[src/rtl/uart_tx_serializer.sv]
`default_nettype none
// ==== uart_tx_serializer : 8-bit UART transmitter, LSB first, optional parity, 1/2 stop bits ==
// ==== Rev 1.0 ===============================================================================
module uart_tx_serializer #(
  parameter int CLKS_PER_BIT = 434,
  parameter int PARITY       = 0,
  parameter int STOP_BITS    = 1
) (
  input  logic       clk,
  input  logic       rst,
  input  logic       txena,
  input  logic [7:0] txdata,
  output logic       tx,
  output logic       txbusy,
  output logic       tx_done
);

  localparam int            c_cw        = (CLKS_PER_BIT > 2) ? $clog2(CLKS_PER_BIT) : 1;
  localparam logic [c_cw-1:0] c_bit_last = c_cw'(CLKS_PER_BIT - 1);
  localparam logic [c_cw-1:0] c_cnt_one  = c_cw'(1);
  localparam logic          c_par_en    = (PARITY != 0);
  localparam logic          c_stop_last = (STOP_BITS == 2);

  typedef enum logic [2:0] {
    S_IDLE  = 3'd0,
    S_START = 3'd1,
    S_DATA  = 3'd2,
    S_PAR   = 3'd3,
    S_STOP  = 3'd4
  } state_t;

  state_t          r_state;
  logic [c_cw-1:0] r_cnt;
  logic [2:0]      r_idx;
  logic [7:0]      r_shift;
  logic            r_par;
  logic            r_stop_idx;
  logic            r_tx_n;
  logic            r_busy;
  logic            r_done;
  logic            w_bit_end;

  assign w_bit_end = (r_cnt == c_bit_last);

  // Line level is held inverted so an all-zero power-up state is already the idle state (tx=1).
  assign tx      = ~r_tx_n;
  assign txbusy  = r_busy;
  assign tx_done = r_done;

  always_ff @(posedge clk) begin
    if (!rst) begin
      r_state    <= S_IDLE;
      r_cnt      <= '0;
      r_idx      <= '0;
      r_shift    <= '0;
      r_par      <= 1'b0;
      r_stop_idx <= 1'b0;
      r_tx_n     <= 1'b0;
      r_busy     <= 1'b0;
      r_done     <= 1'b0;
    end else begin
      r_done <= 1'b0;
      if (r_busy) begin
        r_cnt <= w_bit_end ? '0 : r_cnt + c_cnt_one;
      end
      case (r_state)
        S_IDLE: begin
          r_tx_n <= 1'b0;
          r_busy <= 1'b0;
          if (txena) begin
            r_shift    <= txdata;
            r_par      <= (PARITY == 2) ? ~(^txdata) : ^txdata;
            r_tx_n     <= 1'b1;
            r_busy     <= 1'b1;
            r_cnt      <= '0;
            r_idx      <= '0;
            r_stop_idx <= 1'b0;
            r_state    <= S_START;
          end
        end
        S_START: begin
          if (w_bit_end) begin
            r_tx_n  <= ~r_shift[0];
            r_shift <= {1'b0, r_shift[7:1]};
            r_state <= S_DATA;
          end
        end
        S_DATA: begin
          if (w_bit_end) begin
            if (r_idx == 3'd7) begin
              if (c_par_en) begin
                r_tx_n  <= ~r_par;
                r_state <= S_PAR;
              end else begin
                r_tx_n  <= 1'b0;
                r_state <= S_STOP;
              end
            end else begin
              r_tx_n  <= ~r_shift[0];
              r_shift <= {1'b0, r_shift[7:1]};
              r_idx   <= r_idx + 3'd1;
            end
          end
        end
        S_PAR: begin
          if (w_bit_end) begin
            r_tx_n  <= 1'b0;
            r_state <= S_STOP;
          end
        end
        S_STOP: begin
          if (w_bit_end) begin
            if (r_stop_idx == c_stop_last) begin
              r_state <= S_IDLE;
              r_busy  <= 1'b0;
              r_done  <= 1'b1;
            end else begin
              r_stop_idx <= r_stop_idx + 1'b1;
            end
          end
        end
        default: begin
          r_state <= S_IDLE;
          r_tx_n  <= 1'b0;
          r_busy  <= 1'b0;
        end
      endcase
    end
  end

endmodule
`default_nettype wire

[config.mk]
export PLATFORM = sky130hd
export DESIGN_NAME = uart_tx_serializer
export DESIGN_NICKNAME = d
export VERILOG_FILES = /design/src/rtl/uart_tx_serializer.sv
export SDC_FILE = /design/constraint.sdc
export NUM_CORES = 1
export LEC_CHECK = 0
export BUFFER_PORTS_ARGS = -buffer_cell sky130_fd_sc_hd__clkbuf_2
export CAP_MARGIN = 20
export CORE_ASPECT_RATIO = 0.9
export CORE_MARGIN = 10
export CORE_UTILIZATION = 45
export DETAILED_ROUTE_END_ITERATION = 10
export PLACE_DENSITY = 0.61
export SLEW_MARGIN = 20
export SYNTH_ARGS = -nofsm -noshare
export SYNTH_HDL_FRONTEND = slang
export SYNTH_SLANG_ARGS = --single-unit
export TNS_END_PERCENT = 10
[constraint.sdc]
create_clock -name clk -period 4.3 [get_ports clk]
set_input_delay 0.43 -clock clk [delete_from_list [all_inputs] [get_ports clk]]
set_output_delay 0.43 -clock clk [all_outputs]
set_load 0.005 [all_outputs]
==> metrics.log <==
[metrics] length in cells of the worst reg-to-reg path: 6
[metrics] Worst Hold Class: in2reg
[metrics] Layout fillers: 284
[metrics] Net count, final: 175
[metrics] sequential cell area: 520 um2
[metrics] global-route wire length before repair: 5030 um
[metrics] filler-free cell count of the finished design: 199
[metrics] RSZ-0062 raised after global routing: false
[metrics] total count of max-transition violations in the final report: 0
[metrics] XOR/XNOR share of the synthesized area: 6.13%
[metrics] estimated wirelength of the detail-placed design: 1970 um
[metrics] fraction of synthesized area in multiplexers: 6.23%
[metrics] standard cell with the maximum stage delay on the critical path: a21oi_1
[metrics] share of cells above drive strength 1: between 10 and 15%
[metrics] maximum root-to-sink buffer count: 2
[metrics] top cell family by delay on the critical path: simple AND/OR/NAND/NOR gates
[metrics] setup clock skew after layout: ~0.011 ns
[metrics] die boundary width: 76.4 um
[metrics] Std-Cell Core Area: between 0.002 and 0.003 mm2
[metrics] first-pass iteration count of the detailed router: 4
[metrics] total number of vias: 1049
[metrics] data arrival time at the worst-slack endpoint: 2.65 ns
[metrics] overflow left after global routing: 0
[metrics] share of total power in the clock network: 34.9%
[metrics] total of endpoints with negative setup slack in the final report: 0
[metrics] Syn Area/Cell: 8.52 um2
[metrics] sort of element at the start of the critical path: flop
[metrics] maximum frequency from static timing analysis: 421 MHz
[metrics] endpoint of the worst register-to-register path: r_shift[7]
[metrics] post-route DRC violation count: 0
[metrics] effective utilization at floorplan: 46.8%
[metrics] Net Switching: about 0.12 mW
[metrics] clock tree from TritonCTS: built
[metrics] Critical Path Max Stage Delay: around 0.48 ns
[metrics] GRT Total Usage: a little over a tenth
[metrics] Slew HR: 51.8%
[metrics] run status: complete, no violations
[metrics] cell-by-cell listing of the critical path: ha_1, ha_1, or3b_2, a21oi_1, and2_1, mux2i_1
[metrics] internal power: 0.371 mW
[metrics] Worst setup EP type: flop
[metrics] count of buffers from port buffering: 13
[metrics] final setup TNS: 0 ns
[metrics] largest net degree at the start of global routing: 16
[metrics] total routed wirelength: 2720 um
[metrics] vias per cell: 5.27
[metrics] max-capacitance violation count: 0
[metrics] worst reg2reg startpoint: r_idx[0]
[metrics] number of buffers inserted by hold repair at cts: 0
[metrics] post-synthesis simple-gate area fraction: between 20% and 30%
[metrics] endpoint required time on the critical path: 4.57 ns
[metrics] io pins: 14
[metrics] placed insts: about 200
[metrics] post-layout min period: between 2 and 2.5 ns
[metrics] number of global-route vias before repair: 1104
[metrics] adder and majority gate portion of the synthesized area: 3.89%
[metrics] area of combinational cells with multiple inputs: approximately 710 um2
[metrics] warnings from Yosys: 0
[metrics] count of distinct cell types in the synthesized netlist: 37
[metrics] crit path capture: r_shift[7]
[metrics] cts bufs inserted: 3
[metrics] flop and latch count out of synthesis: 26
[metrics] Synth Cell Area: 0.00129 mm2
[metrics] Sequential Power Share: 53.6%
[metrics] post-synthesis instance total: 151
[metrics] H-tree depth reported by CTS: 1
[metrics] initial antenna violation count: 0
[metrics] critical hold path startpoint: txdata[7]
[metrics] transition time at the pin with the least slew margin: 0.720 ns
[metrics] Leakage: between 0.5 and 0.6 nW
[metrics] Die H: 70.7 um
[metrics] Worst R2R Setup Slack: ~1.9 ns
[metrics] maximum vdd drop: ~0.16 mV
[metrics] critical path start-end classification: reg2reg
[metrics] Gate power share: about 12%
[metrics] number of antenna cells inserted: 0
[metrics] part of the cycle the worst path needs: 55.3%
[metrics] most frequent CP cell: ha_1
[metrics] areal power density over the cells: 344 mW/mm2
[metrics] clock latency on the worst-skew pair: 0.33 ns
[metrics] total number of placement rows: 18
[metrics] number of setup buffers added after CTS: 0
[metrics] Worst Setup SP: r_idx[0]
[metrics] number of nets in the synthesized netlist: ~170
[metrics] share of the synthesized area in compound gates (AO/OA/AOI/OAI): between 15 and 20%
[metrics] crit-path max FO: 8
[metrics] clock slew at reported path FFs: 0.15 ns
[metrics] clock root cell: clkbuf_4
[metrics] dominant combinational cell family by area after synthesis: simple AND/OR/NAND/NOR gates
[metrics] proportion of synthesized chip area in sequential cells: 40.5%
[metrics] routed wire length per instance: 13.7 um
[metrics] final hold violation count: 0
[metrics] synthesis-to-finish area growth: 10.1%
[metrics] clock sinks: 26
[metrics] final estimated routing congestion in global placement: about 0.8
[metrics] final antenna-violating net count: 0
[metrics] Gates resized, CTS repair: 0
[metrics] count of cell instances traversed by the critical path: 6
[metrics] CP Buf/Inv Count: 0
[metrics] total die area: 0.00540 mm2
[metrics] utilization of the core after routing: 51.5%
[metrics] proportion of total power due to net switching: 23.8%
[metrics] DR iter-0 viols: 92
## worst min-delay path, delay by kind of cell
family / cells / cell delay (ns)
buffers and inverters: 1 / 0.08
muxes: 1 / 0.08
AOI/OAI and AO/OA: 1 / 0.08
## state kept, by name, summed over array words and instances, names as in the netlist
signal,flops
r_cnt,9
r_state,3
r_tx_n,1
txbusy,1
tx_done,1
r_shift,8
r_idx,3
## how the worst min path moves through the flow
stage	endpoint	slack, ns	depth (start not counted)
2_1_floorplan	r_shift[7]	0.43	2
3_3_place_gp	r_shift[7]	0.45	2
3_5_place_dp	r_shift[7]	0.46	2
4_1_cts	r_shift[7]	0.37	3
5_1_grt	r_shift[7]	0.37	3
6_report	r_shift[7]	0.37	3
## final cells by class
cell class                 count  share of cell area, %
inverter                       5                   1.33
tap                           40                   3.53
multi-input combinational    111                   50.1
timing repair buffer          13                   4.59
clock inverter                 1                   2.12
sequential                    26                   36.7
clock buffer                   3                   1.59
## power by group through the flow
stage / combinational, mW / sequential (mW) / clock (mW)
floorplan: 0.0466 / 0.261 / 0
global placement: 0.0546 / 0.266 / 0
detailed placement: 0.0561 / 0.266 / 0
CTS: 0.0565 / 0.261 / 0.173
global route: 0.0653 / 0.263 / 0.187
finish: 0.0559 / 0.261 / 0.170
## Yosys cell counts
library cell  instances  area [um2]
clkinv_1              1        3.75
and3_1                1        6.26
o22ai_1               2        12.5
a211o_1               1        8.76
nor3_1                4        20.0
inv_1                 4        15.0
or4b_1                1        10.0
o21ai_1               1        5.00
o21a_1                2        15.0
dfxtp_1              26         521
o211ai_1              1        7.51
clkbuf_1              6        22.5
clkbuf_2              1        5.00
o21bai_1              1        7.51
ha_1                  4        50.1
buf_2                 2        10.0
nand2b_1              1        6.26
a21oi_1              14        70.1
or2_2                 1        6.26
xor2_1                3        26.3
nand4_1               4        25.0
xnor2_1               6        52.6
nand2_1              12        45.0
mux2i_1               8        80.1
o32ai_1               1        8.76
or3b_2                2        17.5
and4b_1               1        10.0
nor2_1               20        75.1
or4b_4                1        13.8
a211oi_1              8        60.1
or2_1                 1        6.26
nor2b_1               1        6.26
o32a_2                1        11.3
and2_1                2        12.5
o21ai_0               3        15.0
nor4_1                1        6.26
a31oi_1               2        12.5
## cells by family after synthesis
kind of cell / Yosys count
buffers and inverters: 14
adders and majority gates: 4
DFF: 26
xor gates and xnor gates: 9
AOI/OAI and AO/OA: 37
and+or+nand+nor: 53
muxes: 8
## cell usage in the layout (no fill, tap or decap), types with 6 or more instances in the layout
cell type and instances:
a211oi_1 8, a21oi_1 14, clkbuf_2 13, dfxtp_1 26, mux2i_1 8, nand2_1 12
nor2_1 20, xnor2_1 6
## metrics by stage
stage	worst slack, ns	total power [mW]	cell area (um2)	hold slack (ns)
floorplan	2.25	0.308	1290	0.434
global placement	2.03	0.321	1360	0.449
detailed placement	1.95	0.322	1360	0.464
CTS	1.94	0.491	1420	0.368
global route	1.72	0.515	1420	0.368
finish	1.92	0.487	1420	0.371
## layer usage
metal	part of all wire (%)	up-vias	global-route usage [%]
met5	0	-	0
met4	0.55	0	4.54
met3	3.6	2	3.03
met2	47	19	17.4
met1	48	480	13.4
li1	-	548	-
No activity file was read; power rests on OpenSTA's default activity.
